## src/rtl/az_sdram_bridge_if.sv

```systemverilog
// Bus bundle between the 386SX northbridge RAM port, the SDRAM bridge and the
// Avalon-MM SDRAM controller. The slave modport is the bridge's view.
interface az_sdram_bridge_if;

  logic [21:0] az_addr;
  logic [1:0]  az_be_n;
  logic [15:0] az_data;
  logic        az_rd_n;
  logic        az_wr_n;

  logic [15:0] za_data;
  logic        za_valid;
  logic        za_waitrequest;

  logic [21:0] avm_address;
  logic [1:0]  avm_byteenable;
  logic [15:0] avm_writedata;
  logic        avm_read;
  logic        avm_write;
  logic        avm_waitrequest;
  logic [15:0] avm_readdata;
  logic        avm_readdatavalid;

  modport slave (
    input  az_addr, az_be_n, az_data, az_rd_n, az_wr_n,
    input  avm_waitrequest, avm_readdata, avm_readdatavalid,
    output za_data, za_valid, za_waitrequest,
    output avm_address, avm_byteenable, avm_writedata, avm_read, avm_write
  );

  modport master (
    output az_addr, az_be_n, az_data, az_rd_n, az_wr_n,
    output avm_waitrequest, avm_readdata, avm_readdatavalid,
    input  za_data, za_valid, za_waitrequest,
    input  avm_address, avm_byteenable, avm_writedata, avm_read, avm_write
  );

endinterface

```

## src/rtl/az_sdram_bridge.sv

```systemverilog
// Turns single-cycle northbridge RAM strobes into held Avalon-MM transactions,
// queued in a small command FIFO with at most one read outstanding.
module az_sdram_bridge #(
  parameter int CMD_DEPTH  = 2,
  parameter int RD_TIMEOUT = 255
) (
  input  logic                clk,
  input  logic                reset_n,
  az_sdram_bridge_if.slave    bus,
  output logic [2:0]          err_flags
);

  localparam int PTR_W   = (CMD_DEPTH > 1) ? $clog2(CMD_DEPTH) : 1;
  localparam int CNT_W   = PTR_W + 1;
  localparam int ENTRY_W = 1 + 22 + 2 + 16;

  localparam logic [CNT_W-1:0] FULL_COUNT = CNT_W'(CMD_DEPTH);
  localparam logic [15:0]      TMO_LAST   = 16'(RD_TIMEOUT - 1);

  typedef enum logic [1:0] {
    IDLE,
    ISSUE,
    WAIT_RD
  } state_t;

  state_t state;
  state_t next_state;

  logic [ENTRY_W-1:0] fifo_mem [CMD_DEPTH];
  logic [PTR_W-1:0]   wr_ptr;
  logic [PTR_W-1:0]   rd_ptr;
  logic [CNT_W-1:0]   count;
  logic [15:0]        tmo_cnt;

  logic               rd_strobe;
  logic               wr_strobe;
  logic               one_strobe;
  logic               both_strobes;
  logic               fifo_full;
  logic               fifo_empty;
  logic               push;
  logic               overflow;

  logic [ENTRY_W-1:0] head;
  logic               head_is_write;
  logic [21:0]        head_addr;
  logic [1:0]         head_be;
  logic [15:0]        head_data;

  logic               issue_load;
  logic               pop;
  logic               tmo_clear;
  logic               tmo_inc;
  logic               rd_done;
  logic               rd_tmo;

  assign rd_strobe    = ~bus.az_rd_n;
  assign wr_strobe    = ~bus.az_wr_n;
  assign one_strobe   = rd_strobe ^ wr_strobe;
  assign both_strobes = rd_strobe & wr_strobe;

  // Full is taken from the registered count, so a pop in this same cycle
  // never rescues a strobe that arrives while the FIFO is full.
  assign fifo_full  = (count == FULL_COUNT);
  assign fifo_empty = (count == '0);
  assign push       = one_strobe & ~fifo_full;
  assign overflow   = one_strobe & fifo_full;

  assign bus.za_waitrequest = fifo_full;

  assign head = fifo_mem[rd_ptr];
  assign {head_is_write, head_addr, head_be, head_data} = head;

  always_ff @(posedge clk) begin
    if (push) begin
      fifo_mem[wr_ptr] <= {wr_strobe, bus.az_addr, ~bus.az_be_n, bus.az_data};
    end
  end

  always_ff @(posedge clk or negedge reset_n) begin
    if (!reset_n) begin
      wr_ptr <= '0;
      rd_ptr <= '0;
      count  <= '0;
    end else begin
      if (push) begin
        wr_ptr <= wr_ptr + PTR_W'(1);
      end
      if (pop) begin
        rd_ptr <= rd_ptr + PTR_W'(1);
      end
      case ({push, pop})
        2'b10:   count <= count + CNT_W'(1);
        2'b01:   count <= count - CNT_W'(1);
        default: count <= count;
      endcase
    end
  end

  always_ff @(posedge clk or negedge reset_n) begin
    if (!reset_n) begin
      state <= IDLE;
    end else begin
      state <= next_state;
    end
  end

  always_comb begin
    next_state = state;
    case (state)
      IDLE: begin
        if (!fifo_empty) begin
          next_state = ISSUE;
        end
      end
      ISSUE: begin
        if (!bus.avm_waitrequest) begin
          next_state = bus.avm_write ? IDLE : WAIT_RD;
        end
      end
      WAIT_RD: begin
        if (bus.avm_readdatavalid || (tmo_cnt == TMO_LAST)) begin
          next_state = IDLE;
        end
      end
      default: next_state = IDLE;
    endcase
  end

  // Readdatavalid takes priority over a timeout landing on the same edge.
  always_comb begin
    issue_load = 1'b0;
    pop        = 1'b0;
    tmo_clear  = 1'b0;
    tmo_inc    = 1'b0;
    rd_done    = 1'b0;
    rd_tmo     = 1'b0;
    case (state)
      IDLE: begin
        issue_load = ~fifo_empty;
      end
      ISSUE: begin
        if (!bus.avm_waitrequest) begin
          pop       = 1'b1;
          tmo_clear = ~bus.avm_write;
        end
      end
      WAIT_RD: begin
        if (bus.avm_readdatavalid) begin
          rd_done = 1'b1;
        end else if (tmo_cnt == TMO_LAST) begin
          rd_tmo = 1'b1;
        end else begin
          tmo_inc = 1'b1;
        end
      end
      default: ;
    endcase
  end

  always_ff @(posedge clk or negedge reset_n) begin
    if (!reset_n) begin
      bus.avm_address    <= '0;
      bus.avm_byteenable <= '0;
      bus.avm_writedata  <= '0;
      bus.avm_read       <= 1'b0;
      bus.avm_write      <= 1'b0;
    end else if (issue_load) begin
      bus.avm_address    <= head_addr;
      bus.avm_byteenable <= head_be;
      bus.avm_writedata  <= head_data;
      bus.avm_read       <= ~head_is_write;
      bus.avm_write      <= head_is_write;
    end else if (pop) begin
      bus.avm_read       <= 1'b0;
      bus.avm_write      <= 1'b0;
    end
  end

  always_ff @(posedge clk or negedge reset_n) begin
    if (!reset_n) begin
      tmo_cnt <= '0;
    end else if (tmo_clear) begin
      tmo_cnt <= '0;
    end else if (tmo_inc) begin
      tmo_cnt <= tmo_cnt + 16'd1;
    end
  end

  // A timed-out read still completes towards the CPU, with all-ones data.
  always_ff @(posedge clk or negedge reset_n) begin
    if (!reset_n) begin
      bus.za_data  <= '0;
      bus.za_valid <= 1'b0;
    end else begin
      bus.za_valid <= rd_done | rd_tmo;
      if (rd_done) begin
        bus.za_data <= bus.avm_readdata;
      end else if (rd_tmo) begin
        bus.za_data <= 16'hFFFF;
      end
    end
  end

  always_ff @(posedge clk or negedge reset_n) begin
    if (!reset_n) begin
      err_flags <= '0;
    end else begin
      err_flags <= err_flags | {rd_tmo, overflow, both_strobes};
    end
  end

endmodule

```

## src/flat_wrapper.sv

```systemverilog
// flat-port wrapper written by rule: the top's interface ports become plain ports
module az_sdram_bridge_flat 
#(
  parameter int CMD_DEPTH  = 2,
  parameter int RD_TIMEOUT = 255
)
  (clk, reset_n, err_flags, bus_az_addr, bus_az_be_n, bus_az_data, bus_az_rd_n, bus_az_wr_n, bus_avm_waitrequest, bus_avm_readdata, bus_avm_readdatavalid, bus_za_data, bus_za_valid, bus_za_waitrequest, bus_avm_address, bus_avm_byteenable, bus_avm_writedata, bus_avm_read, bus_avm_write);
  az_sdram_bridge_if bus_i ();
  input  logic clk;
  input  logic reset_n;
  output logic [2:0] err_flags;
  input wire logic [$bits(bus_i.az_addr)-1:0] bus_az_addr;
  input wire logic [$bits(bus_i.az_be_n)-1:0] bus_az_be_n;
  input wire logic [$bits(bus_i.az_data)-1:0] bus_az_data;
  input wire logic [$bits(bus_i.az_rd_n)-1:0] bus_az_rd_n;
  input wire logic [$bits(bus_i.az_wr_n)-1:0] bus_az_wr_n;
  input wire logic [$bits(bus_i.avm_waitrequest)-1:0] bus_avm_waitrequest;
  input wire logic [$bits(bus_i.avm_readdata)-1:0] bus_avm_readdata;
  input wire logic [$bits(bus_i.avm_readdatavalid)-1:0] bus_avm_readdatavalid;
  output wire logic [$bits(bus_i.za_data)-1:0] bus_za_data;
  output wire logic [$bits(bus_i.za_valid)-1:0] bus_za_valid;
  output wire logic [$bits(bus_i.za_waitrequest)-1:0] bus_za_waitrequest;
  output wire logic [$bits(bus_i.avm_address)-1:0] bus_avm_address;
  output wire logic [$bits(bus_i.avm_byteenable)-1:0] bus_avm_byteenable;
  output wire logic [$bits(bus_i.avm_writedata)-1:0] bus_avm_writedata;
  output wire logic [$bits(bus_i.avm_read)-1:0] bus_avm_read;
  output wire logic [$bits(bus_i.avm_write)-1:0] bus_avm_write;
  assign bus_i.az_addr = bus_az_addr;
  assign bus_i.az_be_n = bus_az_be_n;
  assign bus_i.az_data = bus_az_data;
  assign bus_i.az_rd_n = bus_az_rd_n;
  assign bus_i.az_wr_n = bus_az_wr_n;
  assign bus_i.avm_waitrequest = bus_avm_waitrequest;
  assign bus_i.avm_readdata = bus_avm_readdata;
  assign bus_i.avm_readdatavalid = bus_avm_readdatavalid;
  assign bus_za_data = bus_i.za_data;
  assign bus_za_valid = bus_i.za_valid;
  assign bus_za_waitrequest = bus_i.za_waitrequest;
  assign bus_avm_address = bus_i.avm_address;
  assign bus_avm_byteenable = bus_i.avm_byteenable;
  assign bus_avm_writedata = bus_i.avm_writedata;
  assign bus_avm_read = bus_i.avm_read;
  assign bus_avm_write = bus_i.avm_write;
  az_sdram_bridge #(.CMD_DEPTH(CMD_DEPTH), .RD_TIMEOUT(RD_TIMEOUT)) u_core (.clk(clk), .reset_n(reset_n), .bus(bus_i), .err_flags(err_flags));
endmodule
```

## config.mk

```make
export PLATFORM = sky130hd
export DESIGN_NAME = az_sdram_bridge_flat
export DESIGN_NICKNAME = d
export VERILOG_FILES = /design/src/rtl/az_sdram_bridge_if.sv /design/src/rtl/az_sdram_bridge.sv /design/src/flat_wrapper.sv
export SDC_FILE = /design/constraint.sdc
export NUM_CORES = 1
export LEC_CHECK = 0
export BUFFER_PORTS_ARGS = -buffer_cell sky130_fd_sc_hd__buf_2
export CORE_ASPECT_RATIO = 0.75
export CORE_UTILIZATION = 49
export DETAILED_ROUTE_END_ITERATION = 16
export MAX_ROUTING_LAYER = met4
export PLACE_DENSITY = 0.75
export SKIP_LAST_GASP = 1
export SYNTH_ARGS = -nofsm -noshare
export SYNTH_HDL_FRONTEND = slang
export SYNTH_SLANG_ARGS = --single-unit
```

## constraint.sdc

```tcl
create_clock -name clk -period 2.7 [get_ports clk]
set_clock_uncertainty 0.15 [all_clocks]
set_input_delay 0.54 -clock clk [delete_from_list [all_inputs] [get_ports clk]]
set_output_delay 0.54 -clock clk [all_outputs]
set_load 0.02 [all_outputs]
```

==> run metrics, run 1 <==
Final Instance Area=0.00782 sq mm; min Tclk post-route=2.09 ns; row count=35; reg2reg end=u_core.tmo_cnt[3]; Hold Buf Count CTS=0; Synth Cell Area=approximately 0.0063 sq mm; final WL=12000 um; synthesized area per cell=~14 sq um; clock transition at the registers of the reported paths=0.07 ns; Post-DP Area=about 0.0072 sq mm; RSZ-0062 raised after global routing=no; crit-path max FO=9; Root Buffer=clkbuf_16; antenna violations before repair=1; gpl congestion=between 0.8 and 0.9; Area Overhead vs Synth=23.6%; CTS resizes=0; register area=around 0.0046 sq mm; die area=0.0134 sq mm; Final Cycle Share=0.773; final hold vios=0; Lkg Pwr=3.41 nW; critical path endpoint=u_core.tmo_cnt[3]; DIE WIDTH=133 um; Synth area leader=edfxtp_1; Multi-input gate area=0.00166 sq mm; initial DRC count=254; Starting Density=0.509; Sink Count=166; peak supply drop=0.692 mV; number of setup violations in the final report=0; MaxCap Viol Count=0; worst reg2reg setup slack=0.61 ns; global-route wire length before repair=19300 um; Final Max Tran Viols=0; Routed WL per cell=approximately 16 um; Worst Path Required=around 2.9 ns; Post-Route Setup TNS=0 ns; total CTS buffers=17; grt ovf=0; vias in the first global route=just under 4000; worst reg2reg path depth=5; CP Launch Point=u_core.tmo_cnt[8]; boundary pin count=roughly 130; Die Ht=100 um; Vias=~4000; synthesized flop and latch total=166; # DRC=0; main flop type after synthesis=dfrtp_1; CORE AREA=0.0124 sq mm; EDFF count, synth=82; status=finished clean; mean number of vias per cell=5.24; worst setup path category=reg -> reg; Cells after Synth=456; Distinct cells, synth=42; Mapped Nets=between 500 and 600; Worst R2R Start=u_core.tmo_cnt[8]; H-tree levels=4; largest net degree at the start of global routing=85; Worst-Skew Late Latency=0.42 ns; worst slew pin tran=roughly 0.67 ns; CTS tree=built; share of cells above drive strength 1=0.294; pwr/cell area=1200 mW/mm^2; synth warn=0; ys async rst share=0.506; Worst Hold Class=in -> async; CP startpoint kind=register; CTS max path bufs=2; DRT Pass-1 Iters=4; Slew HR=0.557; PortBufs=about 120; CP Capture Type=register; GR Util All Layers=0.198; Post-layout nets=655; Crit path arrival time=2.24 ns; area share of the largest cell type after synthesis=0.389; sequential area share after synthesis=0.721; Detail Route Antenna Nets=0; Max Clk Rate=479 MHz; Synth area leaders=edfxtp_1 (39%), dfrtp_1 (33%), mux2i_1 (7.4%); HPWL Detailed=7810 um; number of fill cells=around 930; Setup Fix Bufs, Post-CTS=0
[sequential cells by signal (all words and copies together) (netlist names)]
register / flops
u_core.rd_ptr: 1
u_core.fifo_mem: 82
u_core.count: 2
u_core.bus.avm_byteenable: 2
u_core.err_flags: 3
u_core.bus.avm_write: 1
u_core.bus.za_data: 16
u_core.wr_ptr: 1
u_core.bus.avm_read: 1
u_core.bus.avm_address: 22
u_core.state: 2
u_core.tmo_cnt: 16
u_core.bus.za_valid: 1
u_core.bus.avm_writedata: 16
[layer usage]
layer,share of wire,global-route usage
met1,0.46,0.257
met2,0.46,0.301
met3,0.070,0.0545
met4,0.016,0.0743
met5,0,-
[cell usage after synthesis, types with 2 or more instances]
| cell | n |
|---|---|
| nand4b_1 | 3 |
| clkbuf_1 | 9 |
| nor2_1 | 73 |
| xnor2_1 | 3 |
| ha_1 | 4 |
| a21oi_1 | 52 |
| and3_1 | 3 |
| nand3_1 | 11 |
| nand3b_1 | 2 |
| o21ai_0 | 7 |
| dfrtp_1 | 84 |
| edfxtp_1 | 82 |
| nor3_1 | 2 |
| inv_1 | 7 |
| buf_2 | 8 |
| nand2_1 | 16 |
| mux2i_1 | 47 |
| xor2_1 | 10 |
| and4_1 | 2 |
| nand2b_1 | 4 |
| o31ai_1 | 2 |
| nand4_1 | 5 |
[cells in the final DEF (no fill, tap or decap), types with 4 or more instances in the layout]
| cell | n |
|---|---|
| inv_1 | 7 |
| nand2_1 | 16 |
| nor2_1 | 72 |
| o21ai_0 | 7 |
| dfrtp_1 | 83 |
| nand3_1 | 11 |
| ha_1 | 4 |
| buf_2 | 123 |
| xor2_1 | 10 |
| edfxtp_1 | 82 |
| nand2b_1 | 4 |
| inv_6 | 7 |
| mux2i_1 | 47 |
| nand4_1 | 5 |
| buf_12 | 5 |
| buf_4 | 6 |
| clkbuf_16 | 17 |
| a21oi_1 | 52 |
[through the flow]
step	cells	setup slack, ns	total power (W)	hold slack [ns]	utilization
final	769	0.613	0.00937	0.00651	0.629
after global placement	736	0.711	0.00691	0.294	0.580
after floorplan	456	0.0856	0.00596	0.0944	-
after CTS	768	0.593	0.00946	0.0138	0.629
after global routing	769	0.497	0.00991	0.0356	0.629
after detailed placement	736	0.659	0.00703	0.301	0.580
[how the worst min path moves through the flow]
| stage | startpoint | end | depth (start not counted) |
|---|---|---|---|
| floorplan | reset_n | u_core.bus.avm_address[0] | 0 |
| global placement | u_core.err_flags[1] | u_core.err_flags[1] | 1 |
| detailed placement | u_core.err_flags[2] | u_core.err_flags[2] | 1 |
| CTS | reset_n | u_core.bus.za_data[2] | 2 |
| global route | reset_n | u_core.bus.za_data[2] | 2 |
| finish | reset_n | u_core.bus.za_data[2] | 2 |
[cell type report]
type | instances | area share
repair buffers | 134 | 0.0973
inverters | 7 | 0.00336
multi-input cells | 263 | 0.212
flip-flops and latches | 166 | 0.584
clock inverters | 15 | 0.0224
diodes | 1 | 0.000320
clock buffers | 17 | 0.0544
well taps | 166 | 0.0266
[report_power, final]
group          switching, W  internal, W
clock               0.00108      0.00133
combinational       0.00189      0.00113
sequential         0.000409      0.00353
total               0.00338      0.00598
[critical path: stages, from the launching register on]
cell and delay (ns):
dfrtp_1 0.45, nor4b_2 0.29, nand4b_1 0.38, o21ai_2 0.45, o311ai_0 0.16, o41ai_1 0.10
[cells by family after synthesis]
family          after synthesis  share of synthesized area
flops                       166                      0.721
xor+xnor                     13                     0.0180
simple gates                130                     0.0999
mux                          47                     0.0744
buf+inv                      27                     0.0184
compound gates               69                     0.0601
fa+ha+maj                     4                    0.00791
No activity file was read; power rests on OpenSTA's default activity.
==> run 2: changes to the inputs <==
--- a/config.mk
+++ b/config.mk
@@ -7,10 +7,10 @@
 export LEC_CHECK = 0
 export BUFFER_PORTS_ARGS = -buffer_cell sky130_fd_sc_hd__buf_2
 export CORE_ASPECT_RATIO = 0.75
-export CORE_UTILIZATION = 49
+export CORE_UTILIZATION = 54
 export DETAILED_ROUTE_END_ITERATION = 16
 export MAX_ROUTING_LAYER = met4
-export PLACE_DENSITY = 0.75
+export PLACE_DENSITY = 0.78
 export SKIP_LAST_GASP = 1
 export SYNTH_ARGS = -nofsm -noshare
 export SYNTH_HDL_FRONTEND = slang
==> constraint.sdc (replaced) <==
create_clock -name clk -period 2.2 [get_ports clk]
set_clock_uncertainty 0.15 [all_clocks]
set_input_delay 0.44 -clock clk [delete_from_list [all_inputs] [get_ports clk]]
set_output_delay 0.44 -clock clk [all_outputs]
set_load 0.02 [all_outputs]
==> run 2 against run 1 <==
  * Critical path depth is 2 lower
  * Global-route usage is 2.5 points higher
  * Sequential share of layout area is 0.26 points lower
  * Final area is 0.45% higher
  * Clock power is 23% higher
  * Via count hardly changed
  * Core utilization is 7.6 points higher
  * Count of clock-buffer cells in the layout is 2 higher
  * Sequential cell count stayed put
  * Critical path type is now reg -> out
  * Critical endpoint is now bus_za_waitrequest
==> run metrics, run 2 (synthesis results as in run 1) <==
status=finished clean (unchanged); grt ovf=0 (unchanged); clock transition at the registers of the reported paths=0.06 ns (was 0.07 ns); CTS tree=built (unchanged); crit-path max FO=5 (was 9); switching portion of total power=0.353 (was 0.361); M3 GR Usage=0.0595 (was 0.0545); Worst Path Required=1.61 ns (was 2.86 ns); PortBufs=124 (unchanged); Detail Route Antenna Nets=0 (unchanged); critical path cell sequence=nand2b_1 > inv_1 > buf_2 (was nor4b_2 > nand4b_1 > o21ai_2 > o311ai_0 > o41ai_1); ant diodes=0 (was 1); register area=0.00457 sq mm (unchanged); Crit-path slowest cell=dfrtp_1 (unchanged); worst slew pin tran=0.534 ns (was 0.665 ns); mean number of vias per cell=5.39 (was 5.24); Worst Hold Class=in -> reg (was in -> async); initial DRC count=230 (was 254); number of fill cells=772 (was 932); final hold vios=0 (unchanged); CORE AREA=0.0111 sq mm (was 0.0124 sq mm); pwr/cell area=1480 mW/mm^2 (was 1200 mW/mm^2); Crit path arrival time=1.32 ns (was 2.24 ns); max FFs per register=82 (unchanged); total CTS buffers=17 (unchanged); Die Ht=95.7 um (was 100 um); Post-layout nets=661 (was 655); vias in the first global route=4015 (was 3952); Slew HR=0.644 (was 0.557); HPWL Detailed=8200 um (was 7810 um); largest net degree at the start of global routing=58 (was 85); worst setup path category=reg -> out (was reg -> reg); Routed WL per cell=16.6 um (was 15.6 um); Sink Count=166 (unchanged); DRT Pass-1 Iters=4 (unchanged); Root Buffer=clkbuf_16 (unchanged); number of setup violations in the final report=0 (unchanged); Starting Density=0.568 (was 0.509); Int Pwr=0.00751 W (was 0.00598 W); Net Sw Power=0.00410 W (was 0.00338 W); largest reg by FF count=u_core.fifo_mem (unchanged); CP Depth=3 (was 5); met2 usage=0.368 (was 0.301); met1 Usage GRT=0.274 (was 0.257); global-route wire length before repair=19500 um (was 19300 um); worst reg2reg path depth=6 (was 5); top flop regs=u_core.fifo_mem x82, u_core.bus.avm_address x22 (unchanged); gpl congestion=0.751 (was 0.828); final WL=12400 um (was 12000 um); Worst-Skew Late Latency=0.41 ns (was 0.42 ns); MaxCap Viol Count=0 (unchanged); GR Util All Layers=0.223 (was 0.198); peak supply drop=0.871 mV (was 0.692 mV); CP Capture Type=primary output (was register); Post-Route Setup TNS=0 ns (unchanged); RSZ-0062 raised after global routing=no (unchanged); Max Clk Rate=523 MHz; Multi-input gate area=0.00166 sq mm (unchanged); Crit path largest cell delay=0.44 ns (was 0.45 ns); most frequent cells in the layout=buf_2 (123), dfrtp_1 (83), edfxtp_1 (82) (unchanged); Gate power share=0.329 (was 0.323); CP bufs+invs=2 (was 0); share of cells above drive strength 1=0.299 (was 0.294); Lkg Pwr=3.44 nW (was 3.41 nW); Hold Path Cell Cnt=1; Final Instance Count excl. Fillers=748 (was 769); crit-path leading delay family=flip-flops (was compound AO/OA/AOI/OAI gates); Placed Cells=715 (was 736); gr busiest metal=met2 (unchanged); worst reg2reg setup slack=0.29 ns (was 0.61 ns); die area=0.0122 sq mm (was 0.0134 sq mm); H-tree levels=4 (unchanged); min Tclk post-route=between 1.5 and 2 ns; CTS max path bufs=2 (unchanged); Final Max Tran Viols=0 (unchanged); Area Overhead vs Synth=24.1% (was 23.6%); Setup Fix Bufs, Post-CTS=0 (unchanged); row count=33 (was 35); DIE WIDTH=127 um (was 133 um); # DRC=0 (unchanged); sequential share of power=0.416 (was 0.420); antenna violations before repair=0 (was 1); most common cell after layout, fill and taps aside=buf_2 (unchanged); Vias=4032 (was 4029); Clk pwr share=0.256 (was 0.257); CP startpoint kind=register (unchanged); Final Cycle Share=0.870; boundary pin count=125 (unchanged)
## run 2: stage by stage
step	util	instance area, sq um	power, W	hold slack, ns	setup slack, ns
2_1_floorplan	-	6340	0.00731	-0.00559	0.123
3_3_place_gp	0.650	7250	0.00852	0.295	0.299
3_5_place_dp	0.650	7250	0.00869	0.295	0.269
4_1_cts	0.705	7860	0.0117	0.0457	0.248
5_1_grt	0.705	7860	0.0122	0.0375	0.137
6_report	0.705	7860	0.0116	0.0635	0.286
## run 2: what timing repair did
item | 4_1_cts | 5_1_grt
gates resized for setup | 0 | 0
hold endpoints to repair | 38 | 0
hold buffers | 1 | 0
## run 2: worst paths after layout
| path | endpoint | startpoint |
|---|---|---|
| max | bus_za_waitrequest | u_core.count[0] |
| min | u_core.fifo_mem[1][0] | bus_az_data[0] |
| max reg2reg | u_core.tmo_cnt[12] | u_core.tmo_cnt[12] |
| min reg2reg | u_core.err_flags[1] | u_core.err_flags[1] |
| max in group asynchronous | u_core.tmo_cnt[13] | reset_n |
| min in group asynchronous | u_core.err_flags[0] | reset_n |
## run 2: cell type report
cell class / count / area share
Timing Repair Buffer: 140 / 0.106
Sequential cell: 166 / 0.581
Tap cell: 140 / 0.0223
Clock inverter: 13 / 0.0185
Multi-Input combinational cell: 263 / 0.211
Clock buffer: 19 / 0.0577
Inverter: 7 / 0.00335
## run 2: routing by layer
layer / share of wire / vias to the layer above
li1: - / 1913
met1: 0.44 / 1960
met2: 0.49 / 145
met3: 0.057 / 14
met4: 0.0087 / 0
met5: 0 / -
## run 2: power by group through the flow
| stage | clock network, W | logic [W] | registers [W] |
|---|---|---|---|
| 2_1_floorplan | 0 | 0.00187 | 0.00544 |
| 3_3_place_gp | 0 | 0.00371 | 0.00481 |
| 3_5_place_dp | 0 | 0.00383 | 0.00487 |
| 4_1_cts | 0.00302 | 0.00386 | 0.00483 |
| 5_1_grt | 0.00315 | 0.00417 | 0.00491 |
| 6_report | 0.00297 | 0.00381 | 0.00482 |
